`config.mk`:
```
export PLATFORM = sky130hd
export DESIGN_NAME = mem_arbiter_flat
export DESIGN_NICKNAME = d
export VERILOG_FILES = /design/src/rtl/mem_pkg.sv /design/src/rtl/mem_arbiter_if.sv /design/src/rtl/rd_tag_pipe.sv /design/src/rtl/mem_arbiter.sv /design/src/flat_wrapper.sv
export SDC_FILE = /design/constraint.sdc
export NUM_CORES = 1
export LEC_CHECK = 0
export ABC_AREA = 0
export BUFFER_PORTS_ARGS = -buffer_cell sky130_fd_sc_hd__buf_2
export CAP_MARGIN = 20
export CORE_AREA = 5 5 106 108
export CTS_BUF_LIST = sky130_fd_sc_hd__clkbuf_8
export DETAILED_ROUTE_END_ITERATION = 6
export DIE_AREA = 0 0 111 113
export GPL_ROUTABILITY_DRIVEN = 0
export PLACE_DENSITY = 0.69
export SLEW_MARGIN = 25
export SYNTH_ARGS = -nofsm -noshare
export SYNTH_HDL_FRONTEND = slang
export SYNTH_SLANG_ARGS = --single-unit
```
`constraint.sdc`:
```
create_clock -name clk -period 1.8 [get_ports clk]
set_input_delay 0.09 -clock clk [delete_from_list [all_inputs] [get_ports clk]]
set_output_delay 0.09 -clock clk [all_outputs]
set_load 0.05 [all_outputs]
```
`src/rtl/mem_pkg.sv`:
```
// mem_pkg: shared widths, requester ids and request bundle for the BRAM arbiter
//   ADDR_W/DATA_W : word-address and data widths of the instruction/data BRAM
//   req_id_t      : requester id (REQ_LOADER = UART loader / IO master, REQ_CORE = core)
//   mem_req_t     : one access as presented by a requester {we, addr, wdata}
package mem_pkg;
   localparam int ADDR_W = 15;
   localparam int DATA_W = 32;
   typedef logic req_id_t;
   localparam req_id_t REQ_LOADER = 1'b0;
   localparam req_id_t REQ_CORE   = 1'b1;
   typedef struct packed {
      logic              we;
      logic [ADDR_W-1:0] addr;
      logic [DATA_W-1:0] wdata;
   } mem_req_t;
endpackage

```
`src/rtl/mem_arbiter_if.sv`:
```
// mem_arbiter_if: one requester port of the BRAM arbiter
//   req/we/addr/wdata : access request, held stable by the requester until gnt
//   gnt               : request accepted this cycle
//   rvalid/rdata      : read data returned to this requester
//   master = requester side, slave = arbiter side
interface mem_arbiter_if;
   import mem_pkg::*;
   logic              req;
   logic              we;
   logic [ADDR_W-1:0] addr;
   logic [DATA_W-1:0] wdata;
   logic              gnt;
   logic              rvalid;
   logic [DATA_W-1:0] rdata;
   modport master (output req, we, addr, wdata, input gnt, rvalid, rdata);
   modport slave  (input req, we, addr, wdata, output gnt, rvalid, rdata);
endinterface

```
`src/rtl/rd_tag_pipe.sv`:
```
// rd_tag_pipe: LAT-deep shift register of {valid, id} tracking in-flight BRAM reads
//   clk, rstn        : clock, synchronous active-low clear of all tags
//   i_valid, i_id    : tag entering stage 0 (a granted read)
//   o_valid, o_id    : tag leaving the last stage, aligned with BRAM read data
module rd_tag_pipe import mem_pkg::*; #(
   parameter int LAT = 2
) (
   input  logic    clk,
   input  logic    rstn,
   input  logic    i_valid,
   input  req_id_t i_id,
   output logic    o_valid,
   output req_id_t o_id
);
   logic [LAT-1:0]    r_valid;
   req_id_t [LAT-1:0] r_id;
   always_ff @(posedge clk) begin
      if (!rstn) begin
         r_valid <= '0;
         r_id    <= '0;
      end else begin
         r_valid[0] <= i_valid;
         r_id[0]    <= i_id;
         for (int k = 1; k < LAT; k++) begin
            r_valid[k] <= r_valid[k-1];
            r_id[k]    <= r_id[k-1];
         end
      end
   end
   assign o_valid = r_valid[LAT-1];
   assign o_id    = r_id[LAT-1];
endmodule

```
`src/rtl/mem_arbiter.sv`:
```
// mem_arbiter: round-robin two-port arbiter and read-return sequencer for the BRAM
//   clk, rstn      : clock, synchronous active-low reset
//   m0, m1         : requester ports (m0 = UART loader / IO master, m1 = core memory port)
//   mem_en/we/addr/wdata : BRAM drive, muxed from the granted requester in the same cycle
//   mem_rdata      : BRAM read data, valid LAT cycles after a read
//   conflict_cnt   : saturating count of cycles in which both requesters asked
module mem_arbiter import mem_pkg::*; #(
   parameter int LAT = 2
) (
   input  logic              clk,
   input  logic              rstn,
   mem_arbiter_if.slave      m0,
   mem_arbiter_if.slave      m1,
   output logic              mem_en,
   output logic              mem_we,
   output logic [ADDR_W-1:0] mem_addr,
   output logic [DATA_W-1:0] mem_wdata,
   input  logic [DATA_W-1:0] mem_rdata,
   output logic [31:0]       conflict_cnt
);
   req_id_t     r_last;
   logic [31:0] r_conflict_cnt;
   logic        w_gnt0, w_gnt1, w_both, w_tag_v;
   req_id_t     w_tag_id;
   mem_req_t    w_sel;

   if (LAT < 1 || LAT > 4) begin : g_lat_chk
      $error("mem_arbiter: LAT must be in 1..4");
   end

   // On a tie the requester that did not win last time is served.
   assign w_both = m0.req & m1.req;
   assign w_gnt0 = rstn & m0.req & (!m1.req | (r_last == REQ_CORE));
   assign w_gnt1 = rstn & m1.req & (!m0.req | (r_last == REQ_LOADER));
   assign w_sel  = w_gnt1 ? mem_req_t'{m1.we, m1.addr, m1.wdata}
                          : mem_req_t'{m0.we, m0.addr, m0.wdata};

   assign mem_en    = w_gnt0 | w_gnt1;
   assign mem_we    = mem_en & w_sel.we;
   assign mem_addr  = w_sel.addr;
   assign mem_wdata = w_sel.wdata;
   assign m0.gnt    = w_gnt0;
   assign m1.gnt    = w_gnt1;

   always_ff @(posedge clk) begin
      if (!rstn) begin
         r_last         <= REQ_CORE;
         r_conflict_cnt <= '0;
      end else begin
         if (mem_en) r_last <= w_gnt1 ? REQ_CORE : REQ_LOADER;
         if (w_both && r_conflict_cnt != '1) r_conflict_cnt <= r_conflict_cnt + 32'd1;
      end
   end
   assign conflict_cnt = r_conflict_cnt;

   rd_tag_pipe #(.LAT(LAT)) u_tags (
      .clk     (clk),
      .rstn    (rstn),
      .i_valid (mem_en & ~w_sel.we),
      .i_id    (w_gnt1 ? REQ_CORE : REQ_LOADER),
      .o_valid (w_tag_v),
      .o_id    (w_tag_id)
   );

   // rstn gating keeps a tag that reaches the last stage in the reset cycle silent.
   assign m0.rvalid = rstn & w_tag_v & (w_tag_id == REQ_LOADER);
   assign m1.rvalid = rstn & w_tag_v & (w_tag_id == REQ_CORE);
   assign m0.rdata  = mem_rdata;
   assign m1.rdata  = mem_rdata;
endmodule

```
`src/flat_wrapper.sv`:
```
// flat-port wrapper written by rule: the top's interface ports become plain ports
module mem_arbiter_flat import mem_pkg::*;
#(
   parameter int LAT = 2
)
  (clk, rstn, mem_en, mem_we, mem_addr, mem_wdata, mem_rdata, conflict_cnt, m0_req, m0_we, m0_addr, m0_wdata, m0_gnt, m0_rvalid, m0_rdata, m1_req, m1_we, m1_addr, m1_wdata, m1_gnt, m1_rvalid, m1_rdata);
  mem_arbiter_if m0_i ();
  mem_arbiter_if m1_i ();
  input  logic clk;
  input  logic rstn;
  output logic mem_en;
  output logic mem_we;
  output logic [ADDR_W-1:0] mem_addr;
  output logic [DATA_W-1:0] mem_wdata;
  input  logic [DATA_W-1:0] mem_rdata;
  output logic [31:0] conflict_cnt;
  input wire logic [$bits(m0_i.req)-1:0] m0_req;
  input wire logic [$bits(m0_i.we)-1:0] m0_we;
  input wire logic [$bits(m0_i.addr)-1:0] m0_addr;
  input wire logic [$bits(m0_i.wdata)-1:0] m0_wdata;
  output wire logic [$bits(m0_i.gnt)-1:0] m0_gnt;
  output wire logic [$bits(m0_i.rvalid)-1:0] m0_rvalid;
  output wire logic [$bits(m0_i.rdata)-1:0] m0_rdata;
  input wire logic [$bits(m1_i.req)-1:0] m1_req;
  input wire logic [$bits(m1_i.we)-1:0] m1_we;
  input wire logic [$bits(m1_i.addr)-1:0] m1_addr;
  input wire logic [$bits(m1_i.wdata)-1:0] m1_wdata;
  output wire logic [$bits(m1_i.gnt)-1:0] m1_gnt;
  output wire logic [$bits(m1_i.rvalid)-1:0] m1_rvalid;
  output wire logic [$bits(m1_i.rdata)-1:0] m1_rdata;
  assign m0_i.req = m0_req;
  assign m0_i.we = m0_we;
  assign m0_i.addr = m0_addr;
  assign m0_i.wdata = m0_wdata;
  assign m0_gnt = m0_i.gnt;
  assign m0_rvalid = m0_i.rvalid;
  assign m0_rdata = m0_i.rdata;
  assign m1_i.req = m1_req;
  assign m1_i.we = m1_we;
  assign m1_i.addr = m1_addr;
  assign m1_i.wdata = m1_wdata;
  assign m1_gnt = m1_i.gnt;
  assign m1_rvalid = m1_i.rvalid;
  assign m1_rdata = m1_i.rdata;
  mem_arbiter #(.LAT(LAT)) u_core (.clk(clk), .rstn(rstn), .m0(m0_i), .m1(m1_i), .mem_en(mem_en), .mem_we(mem_we), .mem_addr(mem_addr), .mem_wdata(mem_wdata), .mem_rdata(mem_rdata), .conflict_cnt(conflict_cnt));
endmodule
```
Word level (Yosys, flattened, before mapping) --
Index checks and enable logic that the tools add are counted.
Word-level totals: bits in registers 37, output and inout bits 149, logic and storage cells 27, input port bits 132
Cells by class: reductions and logical operators 3, multiplexer cells 2, bitwise operators 16, equality and inequality tests 1, $add $sub $neg 1
Operators by type and width (number):
- $mux W48 | 1
- $add A32 B1 Y32 const B | 1
- $ne A32 B32 Y1 const B | 1
- $and A1 B1 Y1 | 10
- $not A1 Y1 | 3
- $or A1 B1 Y1 | 3
- $logic_not A1 Y1 | 2
- $logic_and A1 B1 Y1 | 1
- $mux W1 | 1

Longest topological paths before layout --
word-level depth 6, gate-level depth with buffers 7, mapped depth without buffers 6

Cells and area by module --
Synthesis repeated with hierarchy kept, for this count alone.
Unflattened totals: cell total of the unflattened synthesis 328, area total of the unflattened synthesis 3010.4 µm²
Modules (own cells, without submodules):
- mem_arbiter | cells an instance 320, seq. area each 660.6 µm², area an instance 2905.3 µm², instances 1
- rd_tag_pipe | cells an instance 8, seq. area each 80.1 µm², area an instance 105.1 µm², instances 1

Worst setup path after synthesis --
OpenSTA, ideal clock, no wires.
path type register to register, from reg u_core.r_conflict_cnt[13], in the netlist u_core.conflict_cnt[13], to reg u_core.r_conflict_cnt[22], in the netlist u_core.conflict_cnt[22], arrival time 2.233 ns, library setup time 0.070 ns, stages on the path, launching flop included 7, setup slack -0.504 ns, data required time 1.730 ns, path buffers 1, period minus slack after synthesis 2.304 ns, cell sequence dfxtp_1 > nand4_1 > or4_1 > o311ai_2 > clkbuf_2 > o21ai_0 > a21oi_1
Between the ends: word-level cells in the longest chain between the ends 2, elaborated cells on any way between the ends 3, those cells by class 1 x add/sub; 1 x eq/ne; 1 x reduce/logical
RTL lines:
- start, declared | RTL line mem_arbiter.sv:22 | logic [31:0] r_conflict_cnt;
- start signal, assigned | RTL line mem_arbiter.sv:51 | if (w_both && r_conflict_cnt != '1) r_conflict_cnt <= r_conflict_cnt + 32'd1;
- parallel branches: the longest is 2 deep, another holds $add A32 B1 Y32
Parallel ways; which one is timed is not known. A chain may end at the register's enable or synchronous reset.

Worst setup path in the final report --
from reg u_core.r_conflict_cnt[0], in the netlist u_core.conflict_cnt[0], to reg u_core.r_conflict_cnt[12], in the netlist u_core.conflict_cnt[12]
The elaborated chain is that of the path after synthesis.

==> impl_metrics.env <==
export IMPL_outcome="finished, violations left"
export IMPL_violations="negative setup slack"
export IMPL_h_tree_depth=2
export IMPL_die_area_um2=12500
export IMPL_clock_sinks=37
export IMPL_die_h_um=113
export IMPL_fin_worst_skew_ps=13.4
export IMPL_ys_warnings_count=0
export IMPL_core_um2=10100
export IMPL_max_freq_ghz=0.515
export IMPL_yosysTopAreaCell="dfxtp_1"
export IMPL_yosysUniqueCellTypes=41
export IMPL_power_density_nw_per_um2=490
export IMPL_ys_ff_latch=37
export IMPL_cts_max_path_buffers=2
export IMPL_endpoint="u_core.conflict_cnt[12]"
export IMPL_fin_area_um2=5120
export IMPL_tns_ps=-1840
export IMPL_path_class="reg -> reg"
export IMPL_rsz0062_at_grt="true"
export IMPL_rr_startpoint="u_core.conflict_cnt[0]"
export IMPL_crit_path_end_kind="flop"
export IMPL_synth_area_um2=2960
export IMPL_grt_pass1_vias=3454
export IMPL_dpl_cell_area_um2=4030
export IMPL_port_buffers=184
export IMPL_min_period_ps=1940
export IMPL_power_total_w=0.00251
export IMPL_gr_usage_all_layers=0.202
export IMPL_fin_util=0.505
export IMPL_vias=3443
export IMPL_area_growth_pct=72.9
export IMPL_netlist_instances=350
export IMPL_insertion_delay_ps=300
export IMPL_reg2reg_depth=6
export IMPL_grt_max_degree=27
export IMPL_cp_max_fo=6
export IMPL_cts_inserted_buffers=5
export IMPL_synth_main_ff_cell="dfxtp_1"
export IMPL_ant_nets=0
export IMPL_hp_class="in -> reg"
export IMPL_grt_overflow=0
export IMPL_synthTopCellsByArea="dfxtp_1 (25%), mux2_2 (18%), buf_4 (16%)"
export IMPL_drive_above_1_share=0.749
export IMPL_drtIter0Drc=261
export IMPL_dieWidth_um=111
export IMPL_startpoint_type="flop"
export IMPL_rows=37
export IMPL_fin_crit_sh=1.08
export IMPL_layout_commonest_cell="buf_2"
export IMPL_antenna_found_initial=2
export IMPL_ios=281
export IMPL_grt_pass1_wl_mm=19.6
export IMPL_rrSetupSlack_ps=-140
export IMPL_setup_viol=48
export IMPL_wire_per_inst_um=22.2
export IMPL_cts_tree="done"
export IMPL_synth_edf_count=0
export IMPL_syn_avg_cell_area_um2=8.47
export IMPL_ir_drop_v=0.000437
export IMPL_drc=0
export IMPL_ys_seq_area_frac=0.250
export IMPL_required_ps=2030
export IMPL_initial_utilization=0.292
export IMPL_nets=665
export IMPL_clk_pin_slew_ps=80
export IMPL_cts_root_buffer="clkbuf_8"
export IMPL_rr_endpoint="u_core.conflict_cnt[12]"
export IMPL_fillers=913
export IMPL_hold_violations=0
export IMPL_mostFrequentLayoutCells="buf_2 (140), buf_4 (58), buf_6 (32)"
export IMPL_dp_final_hpwl_mm=11.3
export IMPL_worst_slew_pin_slew_ps=350
export IMPL_synth_top_area_share=0.250
export IMPL_via_per_inst=5.14
export IMPL_drv_cap=0
export IMPL_leakage_nw=2.28
export IMPL_finalMaxSlewViolations=0
export IMPL_postSynth_asyncResetShare=0
export IMPL_drt_total_wl_mm=14.9
export IMPL_finalWorstSetupSlack_ps=-143
export IMPL_crit_path_start="u_core.conflict_cnt[0]"
export IMPL_max_slew_margin=0.765
export IMPL_crit_arrival_ps=2180
export IMPL_firstDrtPassIters=4
export IMPL_synthesis_nets=483
==> synth_stat cells, drive strengths merged, types with 8 or more instances <==
library cell	number
mux2	47
nand2	24
buf	70
o21ai	16
mux2i	9
a21oi	23
nand4	12
clkbuf	10
nand2b	8
inv	9
or4	9
nand3	11
or3	17
dfxtp	37
==> metal layers <==
metal	vias up	track usage	routed length [um]
met5	-	0	16
met4	4	0.0378	296
met3	30	0.110	2050
met2	221	0.347	7250
met1	1612	0.222	5270
li1	1576	-	-
==> metrics by stage <==
stage	instances	hold slack [ps]	worst slack (ps)
2_1_floorplan	350	184	-120
3_3_place_gp	638	180	-32.4
3_5_place_dp	638	180	-113
4_1_cts	656	17.7	-54.2
5_1_grt	669	36.7	-214
6_report	670	26.8	-143
==> critical path: stages, from the launching register on <==
cell,delay (ps)
dfxtp_4,370
ha_4,130
nand4_1,140
buf_4,190
or3_4,420
or4_4,490
a21oi_2,140
==> timing repair <==
item / 4_1_cts / 5_1_grt
setup endpoints to repair: 71 / 78
resized for setup: 77 / 133
pin swaps: 14 / 27
buffers inserted: 7 / 7
hold buffers: 1 / 0
endpoints found under the hold margin: 1 / 0
gates cloned: 2 / 6
==> logic make-up (layout without fill, tap and decap cells) <==
| logic type | count (synthesis) | count (layout) | synth area share |
|---|---|---|---|
| buf+inv | 89 | 271 | 0.200 |
| simple gates | 117 | 118 | 0.239 |
| xor+xnor | 1 | 1 | 0.00296 |
| other cells | 0 | 1 | 0 |
| mux | 56 | 56 | 0.209 |
| fa+ha+maj | 1 | 1 | 0.00422 |
| flops | 37 | 37 | 0.250 |
| compound gates | 49 | 49 | 0.0942 |
==> worst min-delay path by stage <==
stage | start | to | slack, ps | cells after the start
floorplan | m0_we | u_core.u_tags.r_valid[0] | 180 | 1
global placement | mem_rdata[30] | m0_rdata[30] | 180 | 0
detailed placement | mem_rdata[30] | m0_rdata[30] | 180 | 0
CTS | m1_we | u_core.u_tags.r_valid[0] | 20 | 2
global route | m1_we | u_core.u_tags.r_valid[0] | 40 | 2
finish | m1_we | u_core.u_tags.r_valid[0] | 30 | 2
==> sequential cells by signal (all words and copies together) (netlist names) <==
signal and cells:
u_core.conflict_cnt 32, u_core.r_last 1, u_core.u_tags.r_id 2, u_core.u_tags.r_valid 2
==> power by group <==
group / leakage, nW / switching [W] / internal [W] / total (W)
registers: 0.323 / 0.00000529 / 0.000789 / 0.000794
logic: 1.90 / 0.000569 / 0.000409 / 0.000979
clock network: 0.0595 / 0.000325 / 0.000411 / 0.000736
==> final cells by class <==
type	count	area, um2	share of cell area
timing repair buffer	254	1920	0.376
clock buffer	5	68.8	0.0134
sequential	37	847	0.165
tap	136	170	0.0332
antenna	1	2.50	0.000489
clock inverter	3	42.5	0.00830
multi-input combinational	225	2030	0.397
inverter	9	33.8	0.00660
No activity file was read; power rests on OpenSTA's default activity.
